File: src/rtl/fma16_vector_sequencer.sv
// ROM-driven stimulus/check sequencer for fma16: fetch, apply, check, count mismatches.
// Optional build macro FMA16_SEQ_STOP_ON_ERROR_EN ends the run at the first mismatch.
module fma16_vector_sequencer #(
    parameter int ADDR_W = 14,
    parameter int VEC_W  = 76
) (
    input  logic              clk,
    input  logic              reset,
    input  logic              start,
    input  logic [ADDR_W:0]   num_vectors,
    output logic              mem_rd_en,
    output logic [ADDR_W-1:0] mem_addr,
    input  logic [VEC_W-1:0]  mem_rdata,
    output logic [15:0]       x,
    output logic [15:0]       y,
    output logic [15:0]       z,
    output logic              mul,
    output logic              add,
    output logic              negp,
    output logic              negz,
    output logic [1:0]        roundmode,
    input  logic [15:0]       result,
    input  logic [3:0]        flags,
    output logic              busy,
    output logic              done,
    output logic [31:0]       vectornum,
    output logic [31:0]       errors,
    output logic              err_valid,
    output logic [ADDR_W-1:0] err_index,
    output logic [15:0]       err_result,
    output logic [3:0]        err_flags
);

    typedef enum logic [2:0] {S_IDLE, S_FETCH, S_APPLY, S_CHECK, S_DONE} state_t;

    state_t            state_q, state_d;
    logic [ADDR_W-1:0] idx_q, idx_d;
    logic [ADDR_W:0]   count_q, count_d;
    logic [ADDR_W-1:0] mem_addr_q, mem_addr_d;
    logic [15:0]       x_q, x_d, y_q, y_d, z_q, z_d;
    logic [5:0]        ctrl_q, ctrl_d;
    logic [15:0]       exp_res_q, exp_res_d;
    logic [3:0]        exp_flags_q, exp_flags_d;
    logic [31:0]       vectornum_q, vectornum_d;
    logic [31:0]       errors_q, errors_d;
    logic [ADDR_W-1:0] err_index_q, err_index_d;
    logic [15:0]       err_result_q, err_result_d;
    logic [3:0]        err_flags_q, err_flags_d;

    logic              mismatch;
    logic              last_vec;
    logic              ctrl_unused;

    // ctrl[7:6] of each vector are reserved and deliberately dropped
    assign ctrl_unused = ^mem_rdata[27:26];

    assign mismatch = ({result, flags} != {exp_res_q, exp_flags_q});
    assign last_vec = (({1'b0, idx_q} + {{ADDR_W{1'b0}}, 1'b1}) == count_q);

    always_comb begin
        state_d      = state_q;
        idx_d        = idx_q;
        count_d      = count_q;
        mem_addr_d   = mem_addr_q;
        x_d          = x_q;
        y_d          = y_q;
        z_d          = z_q;
        ctrl_d       = ctrl_q;
        exp_res_d    = exp_res_q;
        exp_flags_d  = exp_flags_q;
        vectornum_d  = vectornum_q;
        errors_d     = errors_q;
        err_index_d  = err_index_q;
        err_result_d = err_result_q;
        err_flags_d  = err_flags_q;
        case (state_q)
            S_IDLE, S_DONE: begin
                if (start) begin
                    count_d      = num_vectors;
                    idx_d        = '0;
                    vectornum_d  = '0;
                    errors_d     = '0;
                    err_index_d  = '0;
                    err_result_d = '0;
                    err_flags_d  = '0;
                    if (num_vectors == '0) begin
                        state_d = S_DONE;
                    end else begin
                        state_d    = S_FETCH;
                        mem_addr_d = '0;
                    end
                end
            end
            S_FETCH: state_d = S_APPLY;
            S_APPLY: begin
                x_d         = mem_rdata[75:60];
                y_d         = mem_rdata[59:44];
                z_d         = mem_rdata[43:28];
                ctrl_d      = mem_rdata[25:20];
                exp_res_d   = mem_rdata[19:4];
                exp_flags_d = mem_rdata[3:0];
                state_d     = S_CHECK;
            end
            S_CHECK: begin
                vectornum_d = vectornum_q + 32'd1;
                idx_d       = idx_q + {{(ADDR_W-1){1'b0}}, 1'b1};
                if (mismatch) begin
                    errors_d     = (errors_q == 32'hFFFF_FFFF) ? errors_q : errors_q + 32'd1;
                    err_index_d  = idx_q;
                    err_result_d = result;
                    err_flags_d  = flags;
                end
`ifdef FMA16_SEQ_STOP_ON_ERROR_EN
                if (last_vec || mismatch) begin
`else
                if (last_vec) begin
`endif
                    state_d = S_DONE;
                end else begin
                    state_d    = S_FETCH;
                    mem_addr_d = idx_d;
                end
            end
            default: state_d = S_IDLE;
        endcase
    end

    always_ff @(posedge clk or negedge reset) begin
        if (!reset) begin
            state_q      <= S_IDLE;
            idx_q        <= '0;
            count_q      <= '0;
            mem_addr_q   <= '0;
            x_q          <= '0;
            y_q          <= '0;
            z_q          <= '0;
            ctrl_q       <= '0;
            exp_res_q    <= '0;
            exp_flags_q  <= '0;
            vectornum_q  <= '0;
            errors_q     <= '0;
            err_index_q  <= '0;
            err_result_q <= '0;
            err_flags_q  <= '0;
        end else begin
            state_q      <= state_d;
            idx_q        <= idx_d;
            count_q      <= count_d;
            mem_addr_q   <= mem_addr_d;
            x_q          <= x_d;
            y_q          <= y_d;
            z_q          <= z_d;
            ctrl_q       <= ctrl_d;
            exp_res_q    <= exp_res_d;
            exp_flags_q  <= exp_flags_d;
            vectornum_q  <= vectornum_d;
            errors_q     <= errors_d;
            err_index_q  <= err_index_d;
            err_result_q <= err_result_d;
            err_flags_q  <= err_flags_d;
        end
    end

    // err_valid must mark the CHECK cycle itself, so it is decoded rather than delayed
    assign err_valid  = (state_q == S_CHECK) && mismatch;
    assign mem_rd_en  = (state_q == S_FETCH);
    assign busy       = (state_q == S_FETCH) || (state_q == S_APPLY) || (state_q == S_CHECK);
    assign done       = (state_q == S_DONE);
    assign mem_addr   = mem_addr_q;
    assign x          = x_q;
    assign y          = y_q;
    assign z          = z_q;
    assign {roundmode, mul, add, negp, negz} = ctrl_q;
    assign vectornum  = vectornum_q;
    assign errors     = errors_q;
    assign err_index  = err_index_q;
    assign err_result = err_result_q;
    assign err_flags  = err_flags_q;

endmodule

File: config.mk
export PLATFORM = sky130hd
export DESIGN_NAME = fma16_vector_sequencer
export DESIGN_NICKNAME = d
export VERILOG_FILES = /design/src/rtl/fma16_vector_sequencer.sv
export SDC_FILE = /design/constraint.sdc
export NUM_CORES = 1
export LEC_CHECK = 0
export ABC_AREA = 0
export CAP_MARGIN = 20
export CORE_MARGIN = 3
export CORE_UTILIZATION = 45
export CTS_BUF_LIST = sky130_fd_sc_hd__clkbuf_4 sky130_fd_sc_hd__clkbuf_8
export CTS_CLUSTER_DIAMETER = 200
export DETAILED_ROUTE_END_ITERATION = 16
export PLACE_DENSITY = 0.89
export SKIP_LAST_GASP = 1
export SYNTH_ARGS = -nofsm -noshare
export SYNTH_HDL_FRONTEND = slang
export SYNTH_SLANG_ARGS = --single-unit
File: constraint.sdc
create_clock -name clk -period 2.6 [get_ports clk]
set_input_delay 0.52 -clock clk [delete_from_list [all_inputs] [get_ports clk]]
set_output_delay 0.52 -clock clk [all_outputs]
set_load 0.05 [all_outputs]
==> summary.txt <==
Vias -> 9010
DRT Wirelength -> 31800 um
Worst min path class -> in -> reg
Initial Util -> 0.464
Ports -> 284
CP max stage cell -> clkdlybuf4s50_1
Max Slew Vio Count -> 0
Placed cells -> 1530
R2R Path End -> mem_addr[1]
Critical path peak fanout -> 2
RSZ-0062 raised after global routing -> yes
Fin Clk Skew -> 22.6 ps
Critical path's largest stage delay -> 460 ps
Worst hold start -> flags[2]
Initial DRC count -> 693
First-pass GRT wire length -> 49000 um
Clock buffer count from CTS -> 38
DR pass1 iterations -> 5
Net Count, Synth -> 1095
Total clock sinks -> 218
Crit path required time -> 2080 ps
Critical path's top delay family -> buffers and inverters
Sequential fraction of the synthesis area -> 0.531
GPL Wtd Cong -> 0.833
CTS tree -> yes
PwrDens -> 1130 nW/um^2
Final period utilization -> 1.02
Initial antenna violation count -> 3
Yosys reg bits -> 218
# setup viols final -> 1
Post-route setup slack -> -39.7 ps
Syn Area/Cell -> 10.5 um^2
DPL Wire Length -> 22000 um
Clock Tree Root -> clkbuf_8
Die area -> 24700 um^2
Grt ovf -> 0
Crit path DAT -> 2120 ps
DR vias/cell -> 5.61
Post-synth EDFFs -> 0
Max-cap viol count -> 0
Vias in the first global route -> 9067
CTS max path bufs -> 3
Final Hold Viols -> 0
DRT antenna net count -> 0
Status -> finished with violations
Worst path cell trace -> clkdlybuf4s50_1 -> xor2_1 -> nor4_4 -> nand3_4 -> o31ai_4 -> inv_2 -> buf_8
Synthesis Warnings -> 0
Reg2reg start -> idx_q[0]
Tmin final -> 2640 ps
Core area -> 22200 um^2
Finished Layout Cells -> 1606
Reg2Reg Depth -> 10
DRC -> 0
CP Capture Type -> primary output
Fmax -> 0.379 GHz
Post-synth top area share -> 0.531
Hold WS -> 383 ps
Reg clk slew, reported paths -> 60 ps
FFs w/ async S/R, synth -> 1.00
Area leader, netlist -> dfrtp_1
Dominant synthesized flop cell -> dfrtp_1
CP Launch Type -> input port
Syn Inst Count -> 978
Worst-Margin Slew -> 597 ps
Core Rows -> 54
Failing checks -> negative setup slack
Worst path bufs/invs -> 3
WHS Path Cells -> 3
Worst skew pair latency -> 520 ps
Fill count -> 1586
NumNets Final -> 1418
WL/cell -> 19.8 um
Top post-synthesis cells by area -> dfrtp_1, mux2_2, nand2_1, nand3_1, o21ai_0
Die Y -> 157 um
Share of cells above drive strength 1 -> 0.188
Area growth from synthesis to final layout -> 42.3%
Slew margin rel. -> 0.601
Leakage power -> 6.31 nW
H-tree depth -> 2
Cell Area, Synth -> 10300 um^2
Largest net degree at the start of global routing -> 76
Hold EP -> err_flags[2]
Die W -> 157 um
Port buffer count -> 281
Overall global routing resource usage -> 0.251
Worst VDD drop -> 936 uV
Netlist cell types -> 67
R2R setup slack -> 140 ps
Setup CP Type -> in -> out
[how the worst max path moves through the flow]
| stage | startpoint | endpoint | slack [ps] | cells after the start |
|---|---|---|---|---|
| floorplan | idx_q[1] | mem_addr[10] | 1 | 10 |
| global placement | result[4] | errors[28] | -350 | 10 |
| detailed placement | result[4] | errors[26] | -440 | 10 |
| CTS | exp_res_q[6] | err_valid | -50 | 7 |
| global route | exp_res_q[6] | err_valid | -110 | 7 |
| finish | result[5] | err_valid | -40 | 7 |
[final cells by class]
cell class	count	area [um^2]	share of cell area
Antenna cell	2	5.00	0.000342
Clock buffer	59	749	0.0513
Clock inverter	4	22.5	0.00154
Inverter	21	78.8	0.00539
Multi-Input combinational cell	682	4630	0.316
Sequential cell	218	5460	0.373
Tap cell	280	350	0.0240
Timing Repair Buffer	340	3330	0.228
[cells in the mapped netlist, types with 2 or more instances]
master / number
a211oi_1: 4
a21oi_1: 27
a22o_1: 2
a31o_2: 4
a31oi_1: 4
and2_1: 8
and3_1: 13
and4_1: 6
buf_1: 12
buf_2: 16
buf_4: 2
clkbuf_1: 26
dfrtp_1: 218
ha_1: 3
inv_1: 20
mux2_2: 75
mux2i_1: 22
nand2_1: 171
nand2b_1: 3
nand3_1: 70
nand3_4: 2
nand4_1: 19
nand4_4: 3
nor2_1: 36
nor2b_1: 3
nor3_1: 7
nor4_1: 9
nor4_2: 3
o211ai_1: 8
o21ai_0: 64
o311ai_0: 2
o31ai_1: 13
o41ai_1: 3
or2_2: 2
or3_1: 14
or4_1: 7
xnor2_1: 33
xor2_1: 15
[cells in the final DEF, fill, tap and decap left out, drive strengths merged, types with 5 or more instances in the layout]
cell           Yosys  layout
clkdlybuf4s50      0     272
dfrtp            218     218
nand2            172     172
mux2              75      75
nand3             72      72
o21ai             65      65
buf               31      63
clkbuf            26      59
nor2              36      36
xnor2             33      33
a21oi             27      27
mux2i             22      22
nand4             22      22
inv               21      21
or3               15      15
xor2              15      15
and3              14      14
o31ai             14      14
nor4              13      13
nor3               9       9
and2               8       8
o211ai             8       8
or4                7       7
and4               7       7
a211oi             5       5
[worst register-to-register path, stage by stage (launching register included)]
cell      delay (ps)
dfrtp_1          410
buf_4            190
nand3_4          160
buf_4            200
nor4_4           300
xnor2_1          140
a211oi_2         240
nand4_4          160
o21ai_4          220
buf_12           160
mux2i_1          190
[stage by stage]
stage          setup TNS, ps  power (mW)   util  worst slack (ps)  area, um^2
6_report               -39.7        16.5  0.660             -39.7       14600
5_1_grt                 -121        17.3  0.660              -110       14600
4_1_cts                -50.0        16.5  0.654             -50.0       14500
3_5_place_dp          -17650        13.1  0.615              -441       13600
3_3_place_gp          -13160        12.8  0.615              -348       13600
2_1_floorplan              0        10.2      -             0.979       10300
[power by group]
part,total [mW],switching [mW],internal [mW],leakage [nW]
Clock,3.22,1.40,1.82,0.410
Sequential,5.15,0.734,4.41,2.81
Combinational,8.15,5.11,3.04,3.09
[metal layers]
| metal | track usage | share of wire |
|---|---|---|
| met4 | 0.106 | 0.045 |
| met5 | 0 | 0.00022 |
| met3 | 0.0709 | 0.082 |
| met1 | 0.305 | 0.38 |
| met2 | 0.419 | 0.50 |
[cell families after synthesis]
| group | after synthesis | share of synthesized area |
|---|---|---|
| fa+ha+maj | 3 | 0.00365 |
| buf+inv | 78 | 0.0328 |
| flops | 218 | 0.531 |
| mux | 97 | 0.104 |
| xor+xnor | 50 | 0.0454 |
| simple gates | 387 | 0.193 |
| compound gates | 145 | 0.0912 |
[timing repair]
item,CTS,global route
pin swaps,4,8
resized for setup,17,13
hold buffers,1,0
endpoints found under the hold margin,65,0
setup buffers,2,8
setup endpoints to repair,14,21
[registers in the layout (all words and copies together), names as in the netlist, 4 cells and up]
register	cells
errors	32
vectornum	32
err_result	16
exp_res_q	16
x	16
y	16
z	16
count_q	15
err_index	14
idx_q	14
mem_addr	14
ctrl_q	6
err_flags	4
exp_flags_q	4
Note: power is estimated with default switching activity, not from simulation.
